**config.mk**
```make
export PLATFORM = sky130hd
export DESIGN_NAME = if_prefetch
export DESIGN_NICKNAME = d
export VERILOG_FILES = /design/src/rtl/if_prefetch_pkg.sv /design/src/rtl/if_fifo.sv /design/src/rtl/if_prefetch.sv
export SDC_FILE = /design/constraint.sdc
export NUM_CORES = 1
export LEC_CHECK = 0
export ABC_AREA = 1
export CAP_MARGIN = 20
export CELL_PAD_IN_SITES_DETAIL_PLACEMENT = 0
export CELL_PAD_IN_SITES_GLOBAL_PLACEMENT = 1
export CORE_UTILIZATION = 33
export CTS_BUF_LIST = sky130_fd_sc_hd__clkbuf_8
export DETAILED_ROUTE_END_ITERATION = 8
export PLACE_DENSITY_LB_ADDON = 0.1
export REMOVE_ABC_BUFFERS = 1
export SYNTH_ARGS = -nofsm -noshare
export SYNTH_HDL_FRONTEND = slang
export SYNTH_SLANG_ARGS = --single-unit
```
**constraint.sdc**
```tcl
create_clock -name clk -period 6.75 [get_ports clk]
set_input_delay 1.0125 -clock clk [delete_from_list [all_inputs] [get_ports clk]]
set_output_delay 1.0125 -clock clk [all_outputs]
set_load 0.02 [all_outputs]
```
**src/rtl/if_prefetch_pkg.sv**
```systemverilog
// Shared constants and types for the instruction-fetch prefetch unit:
// NOP encoding, ctrl hold levels, fetch FSM states and the FIFO entry layout.
package if_prefetch_pkg;

   localparam logic [31:0] NopInst = 32'h0000_0013;

   // Hold levels from ctrl; a higher level stalls more of the front end.
   localparam logic [2:0] HoldNone = 3'd0;
   localparam logic [2:0] HoldPc   = 3'd1;
   localparam logic [2:0] HoldIf   = 3'd2;
   localparam logic [2:0] HoldId   = 3'd3;

   typedef enum logic [1:0] {
      StIdle    = 2'd0,
      StWait    = 2'd1,
      StDiscard = 2'd2
   } fetch_state_e;

   typedef struct packed {
      logic [31:0] addr;
      logic [31:0] inst;
   } fetch_entry_t;

endpackage

```
**src/rtl/if_fifo.sv**
```systemverilog
// Small power-of-two FIFO with synchronous flush; storage is not reset, so
// consumers must qualify rdata with empty.
module if_fifo #(
   parameter int unsigned DEPTH = 2,
   parameter int unsigned WIDTH = 64
) (
   input  logic                     clk,
   input  logic                     rst,
   input  logic                     push,
   input  logic                     pop,
   input  logic                     flush,
   input  logic [WIDTH-1:0]         wdata,
   output logic [WIDTH-1:0]         rdata,
   output logic [$clog2(DEPTH):0]   count,
   output logic                     empty,
   output logic                     full
);

   localparam int unsigned PtrW = $clog2(DEPTH);
   localparam int unsigned CntW = PtrW + 1;

   logic [WIDTH-1:0] mem_q [DEPTH];
   logic [PtrW-1:0]  wr_ptr_q;
   logic [PtrW-1:0]  rd_ptr_q;
   logic [CntW-1:0]  count_q;
   logic             do_push;
   logic             do_pop;

   assign empty   = (count_q == '0);
   assign full    = (count_q == CntW'(DEPTH));
   assign do_pop  = pop && !empty;
   // A full FIFO can still take a push when the head leaves in the same cycle.
   assign do_push = push && (!full || do_pop);
   assign count   = count_q;
   assign rdata   = mem_q[rd_ptr_q];

   always_ff @(posedge clk or negedge rst) begin
      if (!rst) begin
         wr_ptr_q <= '0;
         rd_ptr_q <= '0;
         count_q  <= '0;
      end else if (flush) begin
         wr_ptr_q <= '0;
         rd_ptr_q <= '0;
         count_q  <= '0;
      end else begin
         if (do_push) begin
            wr_ptr_q <= wr_ptr_q + PtrW'(1);
         end
         if (do_pop) begin
            rd_ptr_q <= rd_ptr_q + PtrW'(1);
         end
         count_q <= count_q + CntW'(do_push) - CntW'(do_pop);
      end
   end

   always_ff @(posedge clk) begin
      if (do_push && !flush) begin
         mem_q[wr_ptr_q] <= wdata;
      end
   end

endmodule

```
**src/rtl/if_prefetch.sv**
```systemverilog
// Instruction prefetch: issues one bus request at a time from fetch_pc, queues
// returned words in if_fifo and handles ctrl redirects and hold levels.
module if_prefetch
   import if_prefetch_pkg::*;
#(
   parameter logic [31:0] RESET_PC   = 32'h0000_0000,
   parameter int unsigned FIFO_DEPTH = 2
) (
   input  logic        clk,
   input  logic        rst,
   input  logic        jump_flag_i,
   input  logic [31:0] jump_addr_i,
   input  logic [2:0]  hold_flag_i,
   output logic        ibus_req_o,
   output logic [31:0] ibus_addr_o,
   input  logic        ibus_ack_i,
   input  logic [31:0] ibus_data_i,
   output logic        inst_valid_o,
   output logic [31:0] inst_o,
   output logic [31:0] inst_addr_o
);

   localparam int unsigned CntW = $clog2(FIFO_DEPTH) + 1;
   localparam int unsigned OccW = CntW + 1;
   localparam int unsigned EntW = $bits(fetch_entry_t);

   fetch_state_e     state_q;
   logic [31:0]      fetch_pc_q;
   logic             req_q;
   logic [31:0]      addr_q;

   logic [31:0]      jump_pc;
   logic [31:0]      next_pc;
   logic             unused_jump_lsb;
   logic             fifo_push;
   logic             fifo_pop;
   logic             fifo_empty;
   logic             fifo_full;
   logic [CntW-1:0]  fifo_count;
   logic [OccW-1:0]  occ_next;
   logic             can_issue;
   fetch_entry_t     push_entry;
   fetch_entry_t     head_entry;
   logic [EntW-1:0]  head_raw;

   assign jump_pc         = {jump_addr_i[31:2], 2'b00};
   assign unused_jump_lsb = ^jump_addr_i[1:0];
   assign next_pc         = fetch_pc_q + 32'd4;

   assign fifo_pop  = !fifo_empty && (hold_flag_i < HoldIf) && !jump_flag_i;
   assign fifo_push = (state_q == StWait) && ibus_ack_i && !jump_flag_i &&
                      (!fifo_full || fifo_pop);

   // Occupancy after this edge; a newly issued request reserves one more slot.
   assign occ_next  = {1'b0, fifo_count} + OccW'(fifo_push) - OccW'(fifo_pop);
   assign can_issue = (hold_flag_i < HoldPc) && !jump_flag_i &&
                      (occ_next < OccW'(FIFO_DEPTH));

   assign push_entry = '{addr: addr_q, inst: ibus_data_i};
   assign head_entry = fetch_entry_t'(head_raw);

   if_fifo #(
      .DEPTH (FIFO_DEPTH),
      .WIDTH (EntW)
   ) u_fifo (
      .clk   (clk),
      .rst   (rst),
      .push  (fifo_push),
      .pop   (fifo_pop),
      .flush (jump_flag_i),
      .wdata (push_entry),
      .rdata (head_raw),
      .count (fifo_count),
      .empty (fifo_empty),
      .full  (fifo_full)
   );

   always_ff @(posedge clk or negedge rst) begin
      if (!rst) begin
         state_q    <= StIdle;
         fetch_pc_q <= RESET_PC;
         req_q      <= 1'b0;
         addr_q     <= 32'h0;
      end else begin
         unique case (state_q)
            StIdle: begin
               if (jump_flag_i) begin
                  fetch_pc_q <= jump_pc;
               end else if (can_issue) begin
                  req_q   <= 1'b1;
                  addr_q  <= fetch_pc_q;
                  state_q <= StWait;
               end
            end
            StWait: begin
               if (jump_flag_i) begin
                  fetch_pc_q <= jump_pc;
                  if (ibus_ack_i) begin
                     req_q   <= 1'b0;
                     state_q <= StIdle;
                  end else begin
                     state_q <= StDiscard;
                  end
               end else if (ibus_ack_i) begin
                  fetch_pc_q <= next_pc;
                  if (can_issue) begin
                     addr_q <= next_pc;
                  end else begin
                     req_q   <= 1'b0;
                     state_q <= StIdle;
                  end
               end
            end
            StDiscard: begin
               if (jump_flag_i) begin
                  fetch_pc_q <= jump_pc;
               end
               // The redirected fetch starts from IDLE, never on the ack edge.
               if (ibus_ack_i) begin
                  req_q   <= 1'b0;
                  state_q <= StIdle;
               end
            end
            default: begin
               req_q   <= 1'b0;
               state_q <= StIdle;
            end
         endcase
      end
   end

   assign ibus_req_o   = req_q;
   assign ibus_addr_o  = addr_q;
   assign inst_valid_o = !fifo_empty;
   assign inst_o       = fifo_empty ? NopInst : head_entry.inst;
   assign inst_addr_o  = fifo_empty ? 32'h0 : head_entry.addr;

endmodule

```
Yosys cells after proc, flatten, opt, wreduce, memory -nomap -nowiden
Memory sizes are Yosys's and may differ from the RTL's.
Index checks and enable logic that the tools add are counted.
{"block": "classes", "add_sub_neg": 7, "magnitude_cmp": 3, "eq_ne": 12, "muxes": 34, "n_reduce_logical": 26}
{"operator": "$mux W32", "count": 10}
{"operator": "$pmux W32 S2", "count": 2}
{"operator": "$add A32 B3 Y32 const B", "count": 1}
{"operator": "$mux W2", "count": 8}
{"operator": "$mux W1", "count": 12}
{"operator": "$ne A2 B2 Y1 const B", "count": 6}
{"operator": "$logic_and A1 B1 Y1", "count": 10}
{"operator": "$reduce_bool A2 Y1", "count": 4}
{"operator": "$lt A3 B2 Y1 const B", "count": 2}
{"operator": "$ne A3 B3 Y1 const B", "count": 2}
{"operator": "$pmux W2 S3", "count": 1}
{"operator": "$reduce_and A6 Y1", "count": 1}
{"operator": "$reduce_and A5 Y1", "count": 1}
{"operator": "$eq A2 B2 Y1 const B", "count": 2}
{"operator": "$logic_not A2 Y1", "count": 2}
{"operator": "$reduce_and A4 Y1", "count": 1}
{"operator": "$add A2 B1 Y3", "count": 1}
{"operator": "$logic_not A1 Y1", "count": 3}
{"operator": "$lt A3 B1 Y1 const B", "count": 1}
{"operator": "$pmux W1 S3", "count": 1}
{"operator": "$reduce_and A3 Y1", "count": 1}
{"operator": "$sub A3 B1 Y3", "count": 1}
{"operator": "$add A1 B1 Y1 const B", "count": 2}
{"operator": "$add A2 B1 Y2", "count": 1}
{"operator": "other kinds (5)", "count": 6}
{"block": "word_totals", "register_bits": 71, "ram_bits": 128, "inputBits": 71, "out_inout_bits": 98, "word_cells": 90, "mem_count": 1}
{"memory": "u_fifo.mem_q", "depth": 2, "word_bits": 64, "read_ports": 1, "rd_clocked_by_memory_dff": 0, "write_ports": 1, "line_no": "if_fifo.sv:22", "source": "logic [WIDTH-1:0] mem_q [DEPTH];"}

Longest topological paths before layout
{"block": "depth", "depth_word": 14, "mapped_depth": 17, "ltp_nobuf": 17}

Cells and area by module
From an unflattened synthesis, not the netlist that was laid out.
{"block": "unflattened", "cells_unflattened": 1128, "hier_area_um2": 9550.4}
{"mod": "if_fifo", "instances": 1, "cells_per_inst": 373, "area_each_um2": 4927.2}
{"mod": "if_prefetch", "instances": 1, "cells_per_inst": 755, "area_each_um2": 4623.2}

Least setup slack after synthesis
OpenSTA, ideal clock, no wires.
{"block": "synth_path", "path_type": "input -> register", "start": "input hold_flag_i[1]", "end": "memory u_fifo.mem_q[1][0], enable pin", "arrival_ns": 4.073, "required_time_ns": 6.268, "path_slack_ns": 2.195, "cell_stages": 5, "path_cell_list": "nor3_2 nand2_1 nand3_1 nand2_1 nor2_1"}
{"block": "synth_via", "elab_chain_len": 9, "word_cells_on_any_way": 11, "cone_classes": "order compare (1); mux (2); reduce/logical (8)"}
{"item": "start, declared", "line_no": "if_prefetch.sv:13", "source": "input logic [2:0] hold_flag_i,"}
{"item": "$lt A3 B2 Y1 *", "line_no": "if_prefetch.sv:50", "source": "assign fifo_pop = !fifo_empty && (hold_flag_i < HoldIf) && !jump_flag_i;"}
{"item": "$logic_and A1 B1 Y1 * (2 in series)", "line_no": "if_prefetch.sv:50"}
{"item": "$logic_or A1 B1 Y1 / $logic_and A1 B1 Y1 (equally long branches)", "line_no": "if_prefetch.sv:52, if_fifo.sv:31"}
{"item": "$logic_and A1 B1 Y1 / $logic_or A1 B1 Y1 (equally long branches)", "line_no": "if_prefetch.sv:51, if_fifo.sv:33"}
{"item": "$logic_and A1 B1 Y1 *", "line_no": "if_fifo.sv:33", "source": "assign do_push = push && (!full || do_pop);"}
{"item": "$logic_and A1 B1 Y1 *", "line_no": "if_fifo.sv:58", "source": "if (do_push && !flush) begin"}
{"item": "$mux W1 *", "line_no": "if_fifo.sv:58"}
{"item": "$mux W1 (implied by the code) *", "line_no": "if_fifo.sv:59", "source": "mem_q[wr_ptr_q] <= wdata;"}
{"item": "end, declared", "line_no": "if_fifo.sv:22"}
Mark *: on every way between the ends. The rest lies on a longest branch, timed or not.

Worst setup path after layout
{"block": "layout_path", "start": "register state_q[0]", "end": "register addr_q[9], in the netlist ibus_addr_o[9]"}
{"block": "layout_via", "elab_chain_len": 10, "word_cells_on_any_way": 17, "cone_classes": "add/sub (2); order compare (1); eq/ne (6); mux (1); reduce/logical (7)"}
{"item": "start, declared", "line_no": "if_prefetch.sv:27", "source": "fetch_state_e state_q;"}
{"item": "start signal, assigned", "line_no": "if_prefetch.sv:80", "source": "state_q <= StIdle;"}
{"item": "start signal, assigned", "line_no": "if_prefetch.sv:92", "source": "state_q <= StWait;"}
{"item": "start signal, assigned", "line_no": "if_prefetch.sv:100", "source": "state_q <= StIdle;"}
{"item": "$eq A2 B1 Y1", "line_no": "if_prefetch.sv:51, if_prefetch.sv:85"}
{"item": "$logic_and A1 B1 Y1 (3 in series)", "line_no": "if_prefetch.sv:51", "source": "assign fifo_push = (state_q == StWait) && ibus_ack_i && !jump_flag_i &&"}
{"item": "$add A2 B1 Y3", "line_no": "if_prefetch.sv:55", "source": "assign occ_next = {1'b0, fifo_count} + OccW'(fifo_push) - OccW'(fifo_pop);"}
{"item": "$sub A3 B1 Y3", "line_no": "if_prefetch.sv:55"}
{"item": "$lt A3 B2 Y1", "line_no": "if_prefetch.sv:57", "source": "(occ_next < OccW'(FIFO_DEPTH));"}
{"item": "$logic_and A1 B1 Y1", "line_no": "if_prefetch.sv:56", "source": "assign can_issue = (hold_flag_i < HoldPc) && !jump_flag_i &&"}
{"item": "$ne A2 B2 Y1 (no source line)"}
{"item": "$reduce_and A6 Y1 (no source line)"}
{"item": "end signal, assigned", "line_no": "if_prefetch.sv:91", "source": "addr_q <= fetch_pc_q;"}
{"item": "end signal, assigned", "line_no": "if_prefetch.sv:107", "source": "addr_q <= next_pc;"}
{"item": "end, declared", "line_no": "if_prefetch.sv:30", "source": "logic [31:0] addr_q;"}
Parallel ways exist; a longest one is shown, timed or not.
A chain may end at the register's enable or synchronous reset.

==> metrics.yaml <==
synth.distinct_cells: 37
drive_gt1_share_pct: 8.06
dr.first_iter.drc_count: 362
synth_area_leader_cell: "edfxtp_1"
clockBufferDepth: 2
path_class: "flop to flop"
drc: 0
drt_pass1_iterations: 4
pwr-share-clk_pct: 20.8
hold_end: "u_fifo.mem_q[1][40]$_DFFE_PP_"
dpl.cell_count: 1451
ys_seq_area_share_pct: 59.8
grt_max_degree: 68
synth.top_cell.area_share_pct: 41.3
slew_viol_final: 0
clock_skew_ns: 0.0255
routed_via_density: 4.67
cts_setup_buffers: 0
cap_violations: 0
place_area_um2: 10900
syn_area_um2: 9020
drtAntennaViolNets: 0
yosysWarnings: 0
grt_usage_pct: 17.8
synthTopCellsByArea: "edfxtp_1 41%, dfrtp_1 19%, nand2_1 14%"
clk_latency_ns: 0.47
design_area_um2: 11300
synth_flop_cell: "edfxtp_1"
critPathLaunchType: "flop"
gp_congestion: 0.786
grt_pass1_vias: 6774
grt_overflow: 0
ioPinCount: 169
min_path_type: "flop to flop"
switching_share_pct: 37.6
arrival_ns: 4.70
hold_path_depth: 0
core_area_um2: 26900
cts_sinks: 191
synth_compound_area_share_pct: 8.07
cts-buffers-inserted: 17
cts.repair.resized: 0
status: "completed"
cts_tree: "yes"
tightest_slew_ns: 1.00
pwr-share-seq_pct: 48.2
end_kind: "flop"
p_switching_mw: 1.32
initial_utilization_pct: 33.6
rr_worst_depth: 15
dp_hpwl_um: 15100
portBuffers: 162
nets: 1205
syn_area_per_cell_um2: 9.19
rrSetupSlack_ns: 2.39
die_w_um: 167
dieArea_um2: 28000
synth.mux.area_fraction_pct: 0
path_max_fanout: 55
finalCritPeriodShare_pct: 64.6
fmax_mhz: 229
ys_ff_latch: 191
die_y_um: 167
synth-simple-area-share_pct: 25.2
setup_tns_ns: 0
fin_util_pct: 42.0
yosys.area_share.xor_xnor_pct: 1.07
reg2reg_to: "ibus_addr_o[9]$_DFFE_PN0P_"
critPathLaunch: "state_q[0]$_DFFE_PN0P_"
p_leak_nw: 4.41
finalSetupViolations: 0
synthAdderAreaFrac_pct: 0.776
layout_commonest_cell: "nand2_1"
grt_pass1_wl_um: 38200
p_per_area_nw_per_um2: 310
hold_buffers: 0
p_comb_share_pct: 31.0
grt_setup_unrepaired: "false"
routedWlPerCell_um: 16.3
p_int_mw: 2.19
synth_top_family_by_area: "simple AND/OR/NAND/NOR gates"
synth_edf_count: 124
cp.required_ns: 7.09
hold_viol: 0
area_delta_synth_final_pct: 25.2
slew_headroom_pct: 33.0
min_from: "ibus_addr_o[8]$_DFFE_PN0P_"
synth-async-reset-ratio_pct: 35.1
clkTransAtPathRegs_ns: 0.12
layout_min_cycle_time_ns: 4.36
final_cell_mix: "343 x nand2_1, 161 x clkdlybuf4s50_1, 124 x edfxtp_1"
vias: 6918
r2r_start: "state_q[0]$_DFFE_PN0P_"
totalWireLength_um: 24100
fin_cells: 1482
root_buffer: "clkbuf_8"
diodes: 0
post_synth_inst_count: 982
peakVddDrop_uv: 118
rows: 60
cts_max_level: 4
antenna_found_initial: 0
layer usage:
layer / wire (um) / GRT usage (%)
met5: 0 / 0
met4: 156 / 3.59
met3: 700 / 3.00
met2: 11500 / 29.8
met1: 11700 / 24.4
state kept, by name (all words and copies together), names as in the netlist:
| register | cells |
|---|---|
| ibus_req_o | 1 |
| u_fifo.mem_q | 124 |
| ibus_addr_o | 30 |
| u_fifo.rd_ptr_q | 1 |
| u_fifo.wr_ptr_q | 1 |
| u_fifo.count | 2 |
| state_q | 2 |
| fetch_pc_q | 30 |
Yosys cell counts, types with 7 or more instances:
cell type,count
dfrtp_1,67
a21oi_1,84
nand3_1,65
a21oi_2,11
inv_1,51
o21ai_1,14
inv_2,7
edfxtp_1,124
nand2_1,343
nor2_2,7
xor2_1,9
buf_2,15
clkbuf_1,19
nor2_4,9
o21ai_0,14
nor2_1,96
cell families (layout without fill, tap and decap cells):
kind of cell / Yosys count / in the layout
XOR/XNOR: 11 / 11
other: 1 / 4
AND/OR/NAND/NOR: 537 / 537
adder cells (fa/ha/maj): 5 / 5
flip-flops: 191 / 191
buffers and inverters: 104 / 260
AO/OA/AOI/OAI: 133 / 133
critical path: stages, from the launching register on:
cell	delay [ns]
dfrtp_1	0.44
inv_2	0.10
nor2_4	0.73
inv_2	0.59
nor2_1	0.22
nand2_1	0.16
or2_1	0.25
fa_1	0.38
inv_1	0.06
nand2_1	0.07
nand3_2	0.10
nor2_4	0.04
nand2_4	0.51
inv_1	0.28
nor2_1	0.17
a21oi_1	0.06
power by group through the flow:
stage               clock network, mW  registers (mW)  logic, mW
finish                          0.731            1.69       1.09
global route                    0.802            1.73       1.20
CTS                             0.757            1.69       1.10
detailed placement                  0            1.72       1.10
global placement                    0            1.71       1.09
floorplan                           0            1.77      0.524
cell type report:
| cell class | instances | area (um2) |
|---|---|---|
| clock buffer | 17 | 234 |
| fill | 2726 | 15600 |
| tap | 341 | 427 |
| inverter | 59 | 223 |
| multi-input combinational | 690 | 3200 |
| timing repair buffer | 170 | 1680 |
| clock inverter | 14 | 141 |
| sequential | 191 | 5400 |
worst max path at each step:
stage / depth (start not counted) / to
after floorplan: 6 / u_fifo.mem_q[1][0]$_DFFE_PP_
after global placement: 15 / ibus_addr_o[9]$_DFFE_PN0P_
after detailed placement: 15 / ibus_addr_o[10]$_DFFE_PN0P_
after CTS: 15 / ibus_addr_o[9]$_DFFE_PN0P_
after global routing: 15 / ibus_addr_o[9]$_DFFE_PN0P_
final: 15 / ibus_addr_o[9]$_DFFE_PN0P_
through the flow:
stage / total power [mW] / setup slack, ns / hold slack [ns]
finish: 3.51 / 2.39 / 0.506
global route: 3.73 / 1.90 / 0.528
CTS: 3.55 / 2.26 / 0.512
detailed placement: 2.82 / 2.20 / 0.487
global placement: 2.81 / 2.22 / 0.479
floorplan: 2.29 / 2.19 / 0.471
(Power assumes the default switching activity.)
